[config.mk]
export PLATFORM = sky130hd
export DESIGN_NAME = bus_lfsr_seq
export DESIGN_NICKNAME = d
export VERILOG_FILES = /design/src/rtl/bus_lfsr_seq.sv
export SDC_FILE = /design/constraint.sdc
export NUM_CORES = 1
export LEC_CHECK = 0
export CAP_MARGIN = 25
export CORE_MARGIN = 4
export CORE_UTILIZATION = 55
export CTS_CLUSTER_DIAMETER = 100
export DETAILED_ROUTE_END_ITERATION = 8
export PLACE_DENSITY = 0.82
export SYNTH_ARGS = -nofsm -noshare
export SYNTH_HDL_FRONTEND = slang
export SYNTH_SLANG_ARGS = --single-unit
[constraint.sdc]
create_clock -name clk -period 3.5 [get_ports clk]
set_clock_uncertainty 0.15 [all_clocks]
set_input_delay 0.7 -clock clk [delete_from_list [all_inputs] [get_ports clk]]
set_output_delay 0.7 -clock clk [all_outputs]
set_load 0.005 [all_outputs]
[src/rtl/bus_lfsr_seq.sv]
`default_nettype none
// ============================================================================
// Module   : bus_lfsr_seq
// Purpose  : Bus-addressed bank of independent LFSR sequence channels with
//            serial read-back of each channel's MSB and per-channel wrap pulse.
// Revision : 1.0
// ============================================================================
module bus_lfsr_seq #(
   parameter int              WIDTH    = 6,
   parameter int              CHANNELS = 2,
   parameter logic [WIDTH-1:0] TAPS    = 6'b110000,
   parameter logic [WIDTH-1:0] SEED    = 6'b000001,
   parameter logic [1:0]       BASE    = 2'b01
) (
   input  logic                clk,
   input  logic                rst,
   input  logic                sser,
   input  logic [13:4]         ba,
   input  logic                br_w,
   output logic                sdrd,
   output logic                sdrd_oe,
   output logic [CHANNELS-1:0] wrap
);

   localparam logic [2:0] CMD_STEP  = 3'b000;
   localparam logic [2:0] CMD_CLEAR = 3'b010;

   logic [CHANNELS-1:0][WIDTH-1:0] state_q, state_d;
   logic [CHANNELS-1:0]            wrap_q,  wrap_d;
   logic                           sdrd_q,  sdrd_oe_q;
   logic                           access_ok;
   logic                           sel_msb;

   assign access_ok = !sser && (ba[13:12] == BASE) && br_w &&
                      ({1'b0, ba[11:8]} < 5'(CHANNELS));

   generate
      for (genvar i = 0; i < CHANNELS; i++) begin : g_ch
         logic [WIDTH-1:0] cur, nxt, upd;
         logic             hit, advance;

         always_comb begin
            cur     = state_q[i];
            nxt     = {cur[WIDTH-2:0], ^(cur & TAPS)};
            hit     = access_ok && (ba[11:8] == 4'(i));
            upd     = cur;
            advance = 1'b0;
            // MATCH commands compare the low three state bits against ba[6:4]
            if (ba[7]) begin
               if (cur[2:0] == ba[6:4]) begin
                  upd     = nxt;
                  advance = 1'b1;
               end else begin
                  upd = SEED;
               end
            end else if (ba[6:4] == CMD_STEP) begin
               upd     = nxt;
               advance = 1'b1;
            end else if (ba[6:4] == CMD_CLEAR) begin
               upd = SEED;
            end
            if (upd == '0) begin
               upd = SEED;
            end
         end

         assign state_d[i] = hit ? upd : cur;
         assign wrap_d[i]  = hit && advance && (upd == SEED);
      end
   endgenerate

   always_comb begin
      sel_msb = 1'b0;
      for (int c = 0; c < CHANNELS; c++) begin
         if (ba[11:8] == 4'(c)) begin
            sel_msb = state_q[c][WIDTH-1];
         end
      end
   end

   always_ff @(posedge clk) begin
      if (rst) begin
         state_q   <= {CHANNELS{SEED}};
         wrap_q    <= '0;
         sdrd_q    <= 1'b0;
         sdrd_oe_q <= 1'b0;
      end else begin
         state_q   <= state_d;
         wrap_q    <= wrap_d;
         sdrd_q    <= access_ok & sel_msb;
         sdrd_oe_q <= access_ok;
      end
   end

   assign sdrd    = sdrd_q;
   assign sdrd_oe = sdrd_oe_q;
   assign wrap    = wrap_q;

endmodule
`default_nettype wire

==> results.cfg <==
[status]
run_status = completed

[pwr]
peakVddDrop_v = 0.000270
cell_internal_pwr_w = 0.000270
combinationalPowerShare_pct = 14.7
power_per_cell_area_nw_per_um2 = 293
power_switching_share_pct = 24.2
share_clk_of_total_power_pct = 34.0
power.static_leakage_nw = 0.411
power.share.sequential_pct = 51.2
net-switching-power_w = 0.0000860

[clock_network]
clk-insertion-delay-late_ps = 280
cts_buffers = 3
max-clock-path-buffers = 2
clock_tree.root_cell = sky130_fd_sc_hd__clkbuf_4
clock_tree_from_tritoncts = done
clock_h_tree_levels = 1
cts-resized-gates = 0
clkSinkCount = 16
clk_pin_slew_ps = 100
number_of_hold_repair_buffers_added_at_the_cts_stage = 0
post-cts-setup-buffers = 0

[setup_path]
crit_slowest_cell = sky130_fd_sc_hd__clkdlybuf4s50_1
worst_ep_arrival_time_ps = 2580
worst-r2r-cell-count = 5
worst_path_largest_cell_delay_ps = 720
rr_startpoint = g_ch[1].cur[2]
ff2ff_setup_slack_ps = 1710
critPathLaunchType = input port
critical_path_required_ps = 3550
cp-startpoint = ba[4]
cp-end-kind = register
cp_max_fo = 12
critPathKind = in -> reg
cp_cell_sequence = clkdlybuf4s50_1, or2_1, o21ai_1, a22o_2, a221o_1, a211oi_2

[placed_design]
dp_hpwl_mm = 1.77
place.gp.congestion = 0.922
place.port_buffers = 17
place_ws_ps = 717

[synthesis]
synthDominantCellAreaShare_pct = 31.4
synth_enable_flop_cells = 0
synth_nets = 137
synthesis.instances = 123
synthesis.area_per_instance_um2 = 8.30
cell_taking_the_most_area_after_synthesis = sky130_fd_sc_hd__dfxtp_1
synth.cell_area_um2 = 1020
ys_seq_area_share_pct = 31.4
synth.ff_latch_count = 16
post_synth_num_cell_types = 46
postSynth.topFlopCell = sky130_fd_sc_hd__dfxtp_1
synth_area_leaders = sky130_fd_sc_hd__dfxtp_1 (31%), sky130_fd_sc_hd__xnor2_1 (6.0%), sky130_fd_sc_hd__nor2_1 (4.4%)
postSynth.asyncResetShare_pct = 0
synth-warning-count = 0

[detailed_routing]
drt_pre_antenna_iters = 4
remaining_drc_errors = 0
num_vias = 991
per_cell_via_count_in_the_routed_design = 6.12
drt-initial-drc-count = 29
average_routed_wire_per_standard_cell_um = 14.7
drtAntennaViolNets = 0
routed_wl_mm = 2.38

[floorplanning]
design.die.area_um2 = 2610
cell_rows = 15
core_area_um2 = 1750
die_w_um = 51.1
effective_utilization_at_floorplan_pct = 58.5
design.portCount = 18
vertical_die_dimension_um = 51.1

[global_route]
grt_pass1_vias = 876
grt_start_max_net_pins = 14
globalRouteTotalUtil_pct = 19.1
grt_overflow_total = 0
grt_first_pass_wirelength_mm = 3.80
antenna_found_initial = 0

[min_path]
min_path_cells = 1
hold_start = g_ch[1].cur[3]
classification_of_the_worst_slack_hold_path = reg -> reg

[sta]
timing.final.setup_violations = 0
count_of_pins_over_their_slew_limit = 0
period_share_pct = 72.0
totalNegativeSetupSlack_ps = 0
worst_slack_ps = 979
max_slew.worst_pin.slew_ps = 537
max_clock_freq_ghz = 0.397
finalHoldViolCount = 0
fin_hold_ws_ps = 400
min_period_ps = 2520
setup_repair_after_global_routing_missed_its_margin = no
timing.max_slew.rel_slack_pct = 63.9

[layout]
drive_gt1_share_pct = 8.03
layout.core_utilization_pct = 69.5
num-fill-cells = 149
final_net_count = 152
diodes = 0
flow.area_growth_from_synthesis_pct = 18.9

[run]
drv.max_cap_violation_count = 0
-- flip-flops by register name, indices dropped and copies added, names as in the netlist --
signal    count
sdrd          1
sdrd_oe       1
wrap          2
g_ch.cur     12
-- layout by cell type, fill, tap and decap left out, drive strengths merged, types with 4 or more instances in the layout --
master,count
xnor2,7
nand2,7
nor4b,6
a21oi,8
dfxtp,16
nor3,7
clkbuf,4
nor2,12
a22o,4
nand3,4
clkdlybuf4s50,17
o21ai,5
-- worst max-delay path, delay by kind of cell --
kind	cells	cell delay [ps]
compound gates	4	830
simple gates	1	320
buf+inv	1	720
-- synth_stat cells (all sizes together), types with 3 or more instances --
cell type,n
a21oi,8
a22o,4
a22oi,3
buf,6
dfxtp,16
inv,3
nand2,7
nand3,4
nor2,12
nor2b,3
nor3,7
nor4b,6
o21ai,5
xnor2,7
-- power by group through the flow --
stage / Combinational (W) / Sequential (W) / Clock (W)
finish: 0.0000524 / 0.000182 / 0.000121
global route: 0.0000559 / 0.000182 / 0.000132
CTS: 0.0000519 / 0.000182 / 0.000124
detailed placement: 0.0000516 / 0.000187 / 0
global placement: 0.0000504 / 0.000187 / 0
floorplan: 0.0000319 / 0.000186 / 0
-- path summary, 6_finish.rpt --
check              endpoint
min          g_ch[1].cur[4]
max reg2reg  g_ch[1].cur[0]
max                 wrap[0]
min reg2reg  g_ch[1].cur[4]
-- per-stage QoR --
| stage | cells | cell area, µm² | total power [W] |
|---|---|---|---|
| 6_report | 162 | 1210 | 0.000356 |
| 5_1_grt | 162 | 1210 | 0.000370 |
| 4_1_cts | 162 | 1210 | 0.000358 |
| 3_5_place_dp | 158 | 1180 | 0.000238 |
| 3_3_place_gp | 158 | 1180 | 0.000237 |
| 2_1_floorplan | 123 | 1020 | 0.000218 |
-- cells by family (layout without fill, tap and decap cells) --
group,after synthesis,count (layout),synth area share (%)
XOR/XNOR,8,8,6.86
flip-flops,16,16,31.4
AO/OA/AOI/OAI,35,35,25.5
buffers and inverters,11,25,6.25
AND/OR/NAND/NOR,52,52,29.0
multiplexers,1,1,0.980
-- final cells by class --
type	count	area, µm²	share of cell area [%]
clock buffers	4	36.3	2.99
inverters	3	11.3	0.928
multi-input cells	96	637	52.5
flip-flops and latches	16	320	26.4
well taps	25	31.3	2.58
repair buffers	18	178	14.6
-- metal layers --
metal	vias up	global-route usage [%]	wire length (µm)
met5	-	0	0
met4	0	8.07	19
met2	36	30.3	1100
met1	470	25.1	1130
li1	483	-	-
met3	2	3.50	126
No activity file was read; power rests on OpenSTA's default activity.
==> RTL edit (config.mk and constraints unchanged) <==
Put one more register stage on the output `sdrd`, cleared by the reset. The value now appears one clock later. The other outputs are not delayed to match.
--- a/src/rtl/bus_lfsr_seq.sv
+++ b/src/rtl/bus_lfsr_seq.sv
@@ -93,5 +93,11 @@
    end
 
-   assign sdrd    = sdrd_q;
+   always_ff @(posedge clk) begin
+      if (rst) begin
+         sdrd <= '0;
+      end else begin
+         sdrd <= sdrd_q;
+      end
+   end
    assign sdrd_oe = sdrd_oe_q;
    assign wrap    = wrap_q;
Check against the original RTL: not equivalent (a bounded check fails within 10 cycles, from zero or initial values and one cycle with rst high).
==> RTL edit against the original RTL <==
  * Sequential cell count increased by 1
  * Synthesized area decreased by 2.3%
  * Setup slack improved by 19 ps
  * Cell area decreased by 0.51%
  * Wire length decreased by 7.8%
  * Total power decreased by 2.7%
  * Largest cell class unchanged
==> RTL edit: results (changes against the original RTL) <==
| Metric | Value |
|---|---|
| CTS Buf Count | 3 (unchanged) |
| Worst path slowest cell | clkdlybuf4s50_1 |
| I/O Buffers | 17 (unchanged) |
| Vias in the first global route | 840 (-4.1%) |
| Lkg Pwr | 0.424 nW (+3.1%) |
| Max Fanout on Critical Path | 12 (unchanged) |
| Commonest cells post-synth | nor2_1, dfxtp_1, nand2_1 |
| Setup bufs post-CTS | 0 (unchanged) |
| Syn_nets | 129 (-5.8%) |
| Yosys cell types | 38 (-17%) |
| Slowest stage delay, CP | 760 ps (+40 ps) |
| Vias/cell | 5.78 (-5.5%) |
| First-pass GRT wire length | 3810 µm (+0.34%) |
| Max IR drop VDD | 0.000213 V (-21%) |
| Largest net degree at the start of global routing | 16 (+2) |
| Worst EP arrival | 2590 ps (about the same) |
| Worst slew pin tran | 541 ps (+4.43 ps) |
| H-tree depth | 1 (unchanged) |
| Synth top area cells | dfxtp_1, nor2_1, a22o_1 |
| WL/cell | 13.9 µm (-5.5%) |
| GRT Resource Usage Total | 0.195 (+0.00436) |
| Worst-Skew Late Latency | 290 ps |
| Post-DP HPWL | 1660 µm (-6.4%) |
| Initial drt markers | 24 (-17%) |
| CTS root buf | clkbuf_4 |
| Gp weighted congestion | 0.829 (-10%) |
| Sequential area share after synthesis | 0.341 (+0.0276) |
| Final #Nets | 148 (-2.6%) |
| Async S/R FF share, synth | 0 (unchanged) |
| Share of post-route cells with drive strength above 1 | 0.0977 (+0.0175) |
| DRT Pass-1 Iters | 5 (+1) |
| Outcome | complete, no violations |
RTL edit: final timing paths:
check / slack (ps) / depth (start not counted) / from / endpoint
min reg2reg: 310 / 1 / sdrd_q / sdrd
min: 310 / 1 / sdrd_q / sdrd
max reg2reg: 1690 / 4 / g_ch[1].cur[5] / g_ch[1].cur[0]
max: 1000 / 6 / ba[7] / g_ch[1].cur[5]
RTL edit: routing by layer:
layer  global-route usage  share of wire  up-vias
met2                0.333           0.46       27
met5                    0              0        -
met1                0.235           0.46      415
met3               0.0504          0.061        4
li1                     -              -      467
met4               0.0673          0.014        0
RTL edit: power by group:
group / internal [W] / switching (W)
combinational: 0.0000234 / 0.0000243
clock: 0.0000426 / 0.0000625
sequential: 0.000193 / 0.000000187
total: 0.000259 / 0.0000870
RTL edit: critical path: cells and delay by family:
kind            cells  cell delay [ps]
buf+inv             2              880
simple gates        2              650
compound gates      2              360
RTL edit: layout make-up:
class / instances / area (µm²)
clock buffer: 3 / 22.5
sequential: 17 / 340
multi-input combinational: 92 / 623
clock inverter: 1 / 5.00
fill: 157 / 519
timing repair buffer: 18 / 178
inverter: 2 / 7.51
tap: 25 / 31.3
RTL edit: metrics by stage:
step | total power (W) | std cells | worst slack, ps | hold WS (ps) | instance area, µm²
2_1_floorplan | 0.000224 | 115 | 1280 | 264 | 997
3_3_place_gp | 0.000244 | 154 | 783 | 273 | 1180
3_5_place_dp | 0.000245 | 154 | 733 | 300 | 1180
4_1_cts | 0.000349 | 158 | 1020 | 315 | 1210
5_1_grt | 0.000365 | 158 | 845 | 332 | 1210
6_report | 0.000346 | 158 | 998 | 310 | 1210
RTL edit: cells by family after synthesis:
| family | count (synthesis) | share of synthesized area |
|---|---|---|
| flip-flops | 17 | 0.341 |
| XOR/XNOR | 8 | 0.0778 |
| buffers and inverters | 6 | 0.0339 |
| AND/OR/NAND/NOR | 54 | 0.311 |
| multiplexers | 2 | 0.0201 |
| AO/OA/AOI/OAI | 28 | 0.216 |
